## config.mk

```make
export PLATFORM = sky130hd
export DESIGN_NAME = fetch_stage
export DESIGN_NICKNAME = d
export VERILOG_FILES = /design/src/rtl/fetch_stage.sv
export SDC_FILE = /design/constraint.sdc
export NUM_CORES = 1
export LEC_CHECK = 0
export ABC_AREA = 1
export ABC_CLOCK_PERIOD_IN_PS = 11560
export BUFFER_PORTS_ARGS = -buffer_cell sky130_fd_sc_hd__buf_2
export CAP_MARGIN = 15
export CORE_MARGIN = 4
export CORE_UTILIZATION = 50
export CTS_BUF_LIST = sky130_fd_sc_hd__clkbuf_4
export DETAILED_ROUTE_END_ITERATION = 10
export PLACE_DENSITY = 0.86
export SYNTH_ARGS = -nofsm -noshare
export SYNTH_HDL_FRONTEND = slang
export SYNTH_SLANG_ARGS = --single-unit
```

## constraint.sdc

```tcl
create_clock -name clk -period 11.56 [get_ports clk]
set_clock_uncertainty 0.1 [all_clocks]
set_input_delay 2.89 -clock clk [delete_from_list [all_inputs] [get_ports clk]]
set_output_delay 2.89 -clock clk [all_outputs]
set_load 0.03 [all_outputs]
```

## src/rtl/fetch_stage.sv

```systemverilog
// IF stage of the 5-stage RV32I pipeline: PC register, ROM addressing and IF/ID register.
// Optional fetch/stall performance counters are built when FETCH_PERF_CNT_EN is defined.
module fetch_stage #(
  parameter logic [31:0] RESET_PC  = 32'h0000_0000,
  parameter logic [31:0] NOP_INSTR = 32'h0000_0013
) (
  input  logic        clk,
  input  logic        reset,
  output logic [31:0] imem_addr,
  input  logic [31:0] imem_instr,
  input  logic        stall,
  input  logic        flush,
  input  logic        branch_taken,
  input  logic [31:0] branch_target,
  output logic [31:0] if_id_pc,
  output logic [31:0] if_id_pc_plus4,
  output logic [31:0] if_id_instr,
  output logic        if_id_valid,
  output logic        halted
`ifdef FETCH_PERF_CNT_EN
  ,
  output logic [31:0] fetch_count,
  output logic [31:0] stall_count
`endif
);

  typedef enum logic {RUN = 1'b0, HALT = 1'b1} state_t;

  state_t      state;
  state_t      state_next;
  logic [31:0] pc;
  logic [31:0] pc_next;
  logic [31:0] pc_plus4;
  logic [31:0] redirect_pc;
  logic        bubble;
  logic        capture;
  logic        unused_target_bits;

  assign pc_plus4           = pc + 32'd4;
  assign redirect_pc        = {branch_target[31:2], 2'b00};
  assign unused_target_bits = ^branch_target[1:0];
  assign imem_addr          = pc;
  assign halted             = (state == HALT);

  // IF/ID either loads a bubble, captures the fetched word, or holds (neither set).
  always_comb begin
    state_next = state;
    pc_next    = pc;
    bubble     = 1'b0;
    capture    = 1'b0;
    unique case (state)
      RUN: begin
        if (branch_taken) begin
          pc_next = redirect_pc;
          bubble  = 1'b1;
        end else if (flush) begin
          bubble = 1'b1;
          if (!stall) pc_next = pc_plus4;
        end else if (!stall) begin
          if (imem_instr == 32'h0) begin
            state_next = HALT;
            bubble     = 1'b1;
          end else begin
            pc_next = pc_plus4;
            capture = 1'b1;
          end
        end
      end
      HALT: begin
        if (branch_taken) begin
          state_next = RUN;
          pc_next    = redirect_pc;
          bubble     = 1'b1;
        end else if (flush || !stall) begin
          bubble = 1'b1;
        end
      end
      default: begin
        state_next = RUN;
      end
    endcase
  end

  always_ff @(posedge clk or posedge reset) begin
    if (reset) begin
      state <= RUN;
      pc    <= RESET_PC;
    end else begin
      state <= state_next;
      pc    <= pc_next;
    end
  end

  always_ff @(posedge clk or posedge reset) begin
    if (reset) begin
      if_id_pc       <= 32'h0000_0000;
      if_id_pc_plus4 <= 32'h0000_0004;
      if_id_instr    <= NOP_INSTR;
      if_id_valid    <= 1'b0;
    end else if (bubble) begin
      if_id_instr <= NOP_INSTR;
      if_id_valid <= 1'b0;
    end else if (capture) begin
      if_id_pc       <= pc;
      if_id_pc_plus4 <= pc_plus4;
      if_id_instr    <= imem_instr;
      if_id_valid    <= 1'b1;
    end
  end

`ifdef FETCH_PERF_CNT_EN
  always_ff @(posedge clk or posedge reset) begin
    if (reset) begin
      fetch_count <= 32'h0;
      stall_count <= 32'h0;
    end else begin
      if (capture) fetch_count <= fetch_count + 32'd1;
      if (stall && state == RUN) stall_count <= stall_count + 32'd1;
    end
  end
`endif

endmodule
```

-- After elaboration in Yosys (flattened, before gate mapping)
Index checks and enable logic that the tools add are counted.
- register bits after elaboration: 130
- input bits: 69
- output and inout port bits: 130
- logic and storage cells: 45
- multiplexer cells: 27
- reductions and logical operators: 6
- $add $sub $neg: 1
- equality and inequality tests: 3
- bitwise logic cells: 2
- operators with widths (operator ; count):
    two-way mux 32 bit ; 8
    one-hot mux 32 bit (2 select lines) ; 1
    adder 32 x 3 -> 32 bit, second input constant ; 1
    zero test 32 bit ; 1
    two-way mux 1 bit ; 16
    != test 4 bit, second input constant ; 1
    one-hot mux 1 bit (2 select lines) ; 2
    != test 3 bit, second input constant ; 1
    AND reduction 3 bit ; 1
    != test 2 bit, second input constant ; 1
    NOT 1 bit ; 2
    AND reduction 2 bit ; 1
    nonzero test 2 bit ; 1
    zero test 1 bit ; 1
    logical OR 1 bit ; 1

-- Longest topological paths before layout
Gate-level depths: netlist of the first run.
- depth in word-level cells: 8
- mapped depth: 11
- gate-level depth less buffers: 11

-- Worst setup path before layout of the first run
No wires, ideal clock.
- path type: input to register
- start: input imem_instr[6]
- end: register pc[6] (netlist: imem_addr[6])
- buffers on the path: 1
- slack: 7.501 ns
- stages: 11
- arrival: 3.839 ns
- required time: 11.340 ns
- library setup time: 0.120 ns
- cell sequence: nor2_1 > nand2_1 > nor2_2 > nand2_2 > nor2_4 > nand2_1 > nand2_2 > nand2_4 > buf_6 > nand2_2 > o21ai_2
- cells in the longest elaborated chain, start to end: 3
- ends and longest elaborated chain (element ; line ; RTL):
    start: declaration ; 10 ; input logic [31:0] imem_instr,
    zero test 32 bit ; 60 ; if (imem_instr == 32'h0) begin
    != test 4 bit (no source line) ; -- ;
    AND reduction 3 bit (no source line) ; -- ;
    end signal: assignment ; 90 ; pc <= pc_next;
    end: declaration ; 31 ; logic [31:0] pc;
No other way between the ends.
A chain may end at the register's enable or synchronous reset.

-- Worst setup path in the final report of the first run
- start: input imem_instr[24]
- end: register pc[15] (netlist: imem_addr[15])
Same word-level chain as after synthesis.

==> run_results.csv, run 1 <==
group,metric,value,unit
outcome,status,"finished clean",
clock_tree,postCtsSetupRepairBufs,0,
synthesis,seq_area_frac_synth,49.1,%
synthesis,yosys.area.top_type,"dfrtp_1",
power,vdd_ir_drop_max,0.0693,mV
clock_tree,clk_pin_slew,0.10,ns
grt,grt_max_degree,105,
grt,grt_pass1_vias,5711,
grt,grt_pass1_wl,28600,um
timing,worst_pin_slew,1.06,ns
synthesis,yosysWarnings,0,
synthesis,synthMuxAreaShare,0,%
grt,antenna_found_initial,1,
floorplan,std_cell_rows,40,
floorplan,dieArea,14500,um2
synthesis,synth-xor-area-share,1.80,%
synthesis,synth_top_family_by_area,"simple AND/OR/NAND/NOR gates",
clock_tree,ctsResizeCount,0,
floorplan,die-width,121,um
placed_design,dp_hpwl,12900,um
setup_path,path_max_fanout,40,
synthesis,synth.distinct_cells,31,
layout,drive_above_1_share,30.8,%
synthesis,syn_inst,792,
drt,wirelength,17900,um
synthesis,syn_area,6340,um2
clock_tree,cts_tree,"done",
layout,syn_to_final_growth,20.1,%
synthesis,syn_avg_cell_area,8.00,um2
power,total_power,1.25,mW
clock_tree,clock_path_buffers,2,
setup_path,required,11.87,ns
clock_tree,numCtsBuffers,17,
synthesis,yosysTopAreaCellShare,47.4,%
setup_path,critical_path_class,"primary input to register",
floorplan,io_pins,199,
power,power.density,164,nW/um2
setup_path,start_kind,"primary input",
synthesis,ys_seq_elements,124,
timing,rsz0062_at_grt,"no",
floorplan,die_h,121,um
setup_path,worst_setup_path_end_kind,"register",
grt,grt_use_total,25.0,%
timing,final.setup.tns,0,ns
timing,whs,0.374,ns
drt,vias_per_cell,5.19,
floorplan,coreArea,12200,um2
placed_design,io_buffer_count,190,
drt,wire_per_inst,15.6,um
synthesis,synthAdderAreaFrac,0.197,%
drt,drc,0,
timing,slew_headroom,29.3,%
drt,postRouteAntennaNets,0,
worst_hold_path,hp-class,"register to register",
synthesis,ys_top_cells_by_area,"dfrtp_1, nand2_1, nand3_1, nand4_1, nor2_1",
grt,gr-total-overflow,0,
synthesis,synthSimpleGateAreaFrac,36.6,%
timing,setup_viol,0,
layout,nets,1036,
drt,dr.first_iter.drc_count,455,
power,p_leak,4.17,nW
clock_tree,htreeDepth,4,
floorplan,initial_core_util,51.9,%
timing,fmax,221,MHz
clock_tree,cts-root-buf,"clkbuf_4",
placed_design,gp_congestion,0.889,
setup_path,cp.arrival,4.84,ns
layout,fillers,1124,
timing,slew_viol_final,0,
run,max_cap_violations,0,
timing,fin_crit_sh,39.2,%
drt,vias,5955,
clock_tree,cts-hold-fix-buffers,0,
timing,finalHoldViolations,0,
timing,fin_crit,4.53,ns
synthesis,synth_compound_area_share,5.47,%
clock_tree,clock_sinks,124,
clock_tree,clk_latency,0.53,ns
drt,drt_pass1_iterations,5,
[cell usage in the layout, fill, tap and decap left out, drive strengths merged, types with 7 or more instances in the layout]
cell / netlist / routed
nand2: 322 / 322
buf: 33 / 194
dfrtp: 120 / 120
nand3: 79 / 79
nor2: 65 / 65
inv: 42 / 44
o21ai: 41 / 41
nand4: 30 / 30
clkbuf: 11 / 17
or2: 13 / 13
o21a: 13 / 13
xor2: 12 / 12
clkinv: 1 / 7
[synth_stat cells]
| library cell | instances |
|---|---|
| dfstp_2 | 4 |
| nand4_1 | 30 |
| o21a_1 | 13 |
| buf_4 | 12 |
| conb_1 | 1 |
| clkinv_1 | 1 |
| inv_1 | 39 |
| nand2_2 | 17 |
| buf_6 | 6 |
| ha_1 | 1 |
| or2_2 | 13 |
| o21ai_2 | 10 |
| nor2_2 | 8 |
| o22ai_1 | 1 |
| nor2_1 | 50 |
| nand3_2 | 10 |
| xnor2_1 | 1 |
| nand2_4 | 2 |
| inv_2 | 3 |
| buf_1 | 1 |
| nor2_4 | 7 |
| o21ai_0 | 16 |
| nand2_1 | 303 |
| o21ai_1 | 15 |
| nand3b_1 | 1 |
| buf_2 | 14 |
| dfrtp_1 | 120 |
| xor2_1 | 12 |
| nand3_1 | 69 |
| nor3b_2 | 1 |
| clkbuf_1 | 11 |
[state kept, by name (all words and copies together) (netlist names)]
| signal | cells |
|---|---|
| halted | 1 |
| if_id_pc_plus4 | 30 |
| if_id_instr | 32 |
| imem_addr | 30 |
| if_id_valid | 1 |
| if_id_pc | 30 |
[stage by stage]
stage | setup WS (ns) | utilization [%] | std cells | cell area (um2)
after global routing | 6.79 | 62.3 | 1148 | 7610
after detailed placement | 6.47 | 59.6 | 1115 | 7280
after floorplan | 5.28 | - | 797 | 6350
after global placement | 6.55 | 59.6 | 1115 | 7280
after CTS | 7.05 | 62.3 | 1147 | 7610
final | 7.03 | 62.3 | 1148 | 7610
[critical path, stage by stage]
cell and delay, ns:
buf_2 0.10, nor2_1 0.10, nand2_1 0.07, nor2_1 0.19, nand2_1 0.14, nor2_4 0.13
nand2_1 0.07, nand2_2 0.38, nand2_4 0.47, nand2_1 0.20, nand2_1 0.06
[report_power, final]
part,switching [mW],internal (mW)
sequential,0.0487,0.496
combinational,0.260,0.101
clock,0.171,0.171
[metal layers]
metal | part of all wire [%] | vias to the layer above | GRT usage [%]
li1 | - | 2876 | -
met1 | 42 | 2750 | 33.3
met2 | 46 | 280 | 38.8
met3 | 8.3 | 49 | 5.61
met4 | 3.7 | 0 | 12.3
met5 | 0 | - | 0
[cell type report]
| class | instances | area, um2 | share of cell area, % |
|---|---|---|---|
| sequential | 124 | 3110 | 40.8 |
| timing repair buffer | 194 | 981 | 12.9 |
| tap | 168 | 210 | 2.76 |
| multi-input combinational | 586 | 2820 | 37.1 |
| inverter | 43 | 164 | 2.15 |
| clock inverter | 15 | 196 | 2.58 |
| antenna | 1 | 2.50 | 0.0329 |
| clock buffer | 17 | 128 | 1.68 |
[cells by family after synthesis]
logic type                 count (synthesis)
adders and majority gates                  1
buffers and inverters                     87
and+or+nand+nor                          511
other                                      1
AOI/OAI and AO/OA                         55
xor gates and xnor gates                  13
DFF                                      124
[path summary, 6_finish.rpt]
check / from / to / slack (ns) / cells after the start
setup / recovery: imem_instr[24] / imem_addr[15] / 7.03 / 11
hold / removal: if_id_pc[12] / if_id_pc[12] / 0.37 / 2
setup reg to reg: halted / if_id_pc_plus4[28] / 9.11 / 6
hold reg to reg: if_id_pc[12] / if_id_pc[12] / 0.37 / 2
max in group asynchronous: reset / if_id_pc[27] / 7.67 / 3
min in group asynchronous: reset / if_id_instr[10] / 2.43 / 2
Power figures use the tool's default switching activity.
==> inputs of run 2 (changes only) <==
==> config.mk (replaced) <==
export PLATFORM = sky130hd
export DESIGN_NAME = fetch_stage
export DESIGN_NICKNAME = d
export VERILOG_FILES = /design/src/rtl/fetch_stage.sv
export SDC_FILE = /design/constraint.sdc
export NUM_CORES = 1
export LEC_CHECK = 0
export ABC_AREA = 0
export ABC_CLOCK_PERIOD_IN_PS = 4650
export BUFFER_PORTS_ARGS = -buffer_cell sky130_fd_sc_hd__buf_2
export CAP_MARGIN = 15
export CORE_MARGIN = 4
export CORE_UTILIZATION = 50
export CTS_BUF_LIST = sky130_fd_sc_hd__clkbuf_4
export DETAILED_ROUTE_END_ITERATION = 10
export PLACE_DENSITY = 0.88
export SYNTH_ARGS = -nofsm -noshare
export SYNTH_HDL_FRONTEND = slang
export SYNTH_SLANG_ARGS = --single-unit
==> constraint.sdc (replaced) <==
create_clock -name clk -period 4.65 [get_ports clk]
set_clock_uncertainty 0.1 [all_clocks]
set_input_delay 1.1625 -clock clk [delete_from_list [all_inputs] [get_ports clk]]
set_output_delay 1.1625 -clock clk [all_outputs]
set_load 0.03 [all_outputs]
==> run 2 against run 1 <==
Sequential power up 140%. Die area down 7.9%. Global-route usage decreased by 0.44 points. Non-clock buffer count is 5 higher. Largest cell class unchanged.
==> run_results.csv, run 2 <==
group,metric,value,unit
synthesis,syn_avg_cell_area,9.49,um2
power,p_leak,3.54,nW
layout,final_common_cell,"buf_2",
layout,syn_to_final_growth,23.9,%
synthesis,yosysTopAreaCellShare,51.8,%
timing,slew_viol_final,0,
setup_path,cp.arrival,3.13,ns
clock_tree,postCtsSetupRepairBufs,0,
floorplan,coreArea,11400,um2
timing,fin_crit,2.83,ns
power,vdd_ir_drop_max,0.179,mV
setup_path,endpoint,"imem_addr[11]",
grt,grt_max_degree,91,
drt,drt_pass1_iterations,5,
setup_path,worst_setup_path_end_kind,"register",
drt,drc,0,
synthesis,ys_seq_elements,124,
floorplan,dieArea,13400,um2
timing,slew_headroom,42.3,%
clock_tree,clk_pin_slew,0.11,ns
run,max_cap_violations,0,
grt,gr-total-overflow,0,
clock_tree,clock_sinks,124,
floorplan,std_cell_rows,39,
synthesis,yosys.area.top_type,"dfrtp_1",
timing,setup_viol,0,
clock_tree,cts_tree,"done",
clock_tree,htreeDepth,4,
floorplan,io_pins,199,
layout,drive_above_1_share,31.0,%
setup_path,path_max_fanout,27,
placed_design,io_buffer_count,190,
synthesis,seq_area_frac_synth,53.6,%
floorplan,initial_core_util,51.0,%
clock_tree,cts-hold-fix-buffers,0,
setup_path,slowest_delay,0.37,ns
setup_path,r2r_slack,1.82,ns
setup_path,start_kind,"primary input",
timing,final.setup.tns,0,ns
layout,fillers,960,
synthesis,postSynth.asyncResetShare,100,%
synthesis,syn_inst,611,
setup_path,cpMaxStageDelayCell,"nor4_1",
drt,vias_per_cell,5.58,
clock_tree,clk_latency,0.51,ns
worst_hold_path,hp-class,"register to register",
power,power.density,402,nW/um2
placed_design,dp_hpwl,11600,um
synthesis,synthFlopType,"dfrtp_1",
timing,rsz0062_at_grt,"no",
floorplan,die-width,116,um
grt,grt_use_total,24.6,%
setup_path,crit_chain,"buf_2 -> nor4_1 -> nand4_1 -> buf_4 -> o31ai_4 -> buf_4 -> nor2_1 -> o32a_1",
layout,largest_reg_flops,32,
synthesis,yosysWarnings,0,
drt,wirelength,16400,um
synthesis,synth_edf_count,0,
timing,finalHoldViolations,0,
setup_path,critPathMostFrequentCell,"buf_4",
floorplan,die_h,116,um
drt,wire_per_inst,17.4,um
setup_path,critical_path_class,"primary input to register",
timing,fin_crit_sh,60.9,%
grt,grt_pass1_vias,4988,
drt,vias,5252,
layout,mostFrequentLayoutCells,"buf_2, nand2_1, dfrtp_1, o21ai_0, a22o_1",
grt,grt_pass1_wl,25500,um
setup_path,required,4.95,ns
placed_design,gp_congestion,0.888,
setup_path,r2r_cells,6,
timing,worst_pin_slew,0.858,ns
outcome,status,"finished clean",
synthesis,ys_top_cells_by_count,"nand2_1, dfrtp_1, o21ai_0",
synthesis,synth.distinct_cells,53,
synthesis,yosysMostFrequentCell,"nand2_1",
drt,dr.first_iter.drc_count,380,
setup_path,crit_path_start,"imem_instr[16]",
setup_path,rr_endpoint,"imem_addr[28]",
synthesis,syn_area,5800,um2
clock_tree,clock_path_buffers,2,
clock_tree,numCtsBuffers,17,
synthesis,ys_top_cells_by_area,"dfrtp_1, nand2_1, a22o_1, o21ai_0, xor2_1",
grt,antenna_found_initial,2,
layout,nets,854,
drt,postRouteAntennaNets,0,
clock_tree,cts-root-buf,"clkbuf_4",
timing,whs,0.381,ns
timing,fmax,353,MHz
layout,top_register,"if_id_instr",
setup_path,r2r_start,"imem_addr[2]",
clock_tree,ctsResizeCount,0,
[run 2: final cells by class]
class	count	area, um2	share of cell area (%)
clock buffer	20	150	2.09
inverter	7	28.8	0.400
timing repair buffer	199	1060	14.7
tap	143	179	2.49
clock inverter	12	171	2.38
multi-input combinational	435	2490	34.7
antenna	2	5.00	0.0696
sequential	124	3110	43.2
[run 2: report_power, final]
group          internal, mW  switching [mW]
sequential             1.21           0.120
combinational         0.210           0.505
clock                 0.442           0.403
[run 2: worst max-delay path, delay by kind of cell]
kind,cells,cell delay (ns)
buffers and inverters,3,0.69
and+or+nand+nor,3,0.63
AOI/OAI and AO/OA,2,0.64
[run 2: per-layer routing]
| metal | vias to the layer above | share of wire, % | global-route usage, % |
|---|---|---|---|
| met5 | - | 0.073 | 0 |
| met4 | 2 | 2.7 | 10.5 |
| met3 | 34 | 9.1 | 7.31 |
| met2 | 271 | 46 | 38.7 |
| met1 | 2451 | 42 | 32.0 |
| li1 | 2494 | - | - |
[run 2: per-stage QoR]
step	cells	setup WS (ns)	power [mW]	area [um2]	utilization, %
finish	942	1.82	2.89	7190	63.2
floorplan	616	0.0949	1.81	5820	-
detailed placement	907	1.04	2.07	6840	60.2
global route	941	1.66	3.03	7190	63.2
CTS	939	1.61	2.91	7160	63.0
global placement	907	1.10	2.05	6840	60.2
[run 2: logic make-up after synthesis]
family | share of synthesized area (%)
simple gates | 21.3
compound gates | 14.8
flops | 53.6
buf+inv | 4.34
xor+xnor | 5.13
mux | 0.518
fa+ha+maj | 0.216
other cells | 0.0646
[run 2: how the worst min path moves through the flow]
| stage | start | cells after the start | endpoint |
|---|---|---|---|
| after global placement | if_id_pc[16] | 2 | if_id_pc[16] |
| after global routing | if_id_pc[9] | 2 | if_id_pc[9] |
| after CTS | if_id_pc[5] | 2 | if_id_pc[5] |
| after detailed placement | if_id_pc[5] | 2 | if_id_pc[5] |
| after floorplan | if_id_instr[0] | 2 | if_id_instr[0] |
| final | if_id_pc[19] | 2 | if_id_pc[19] |
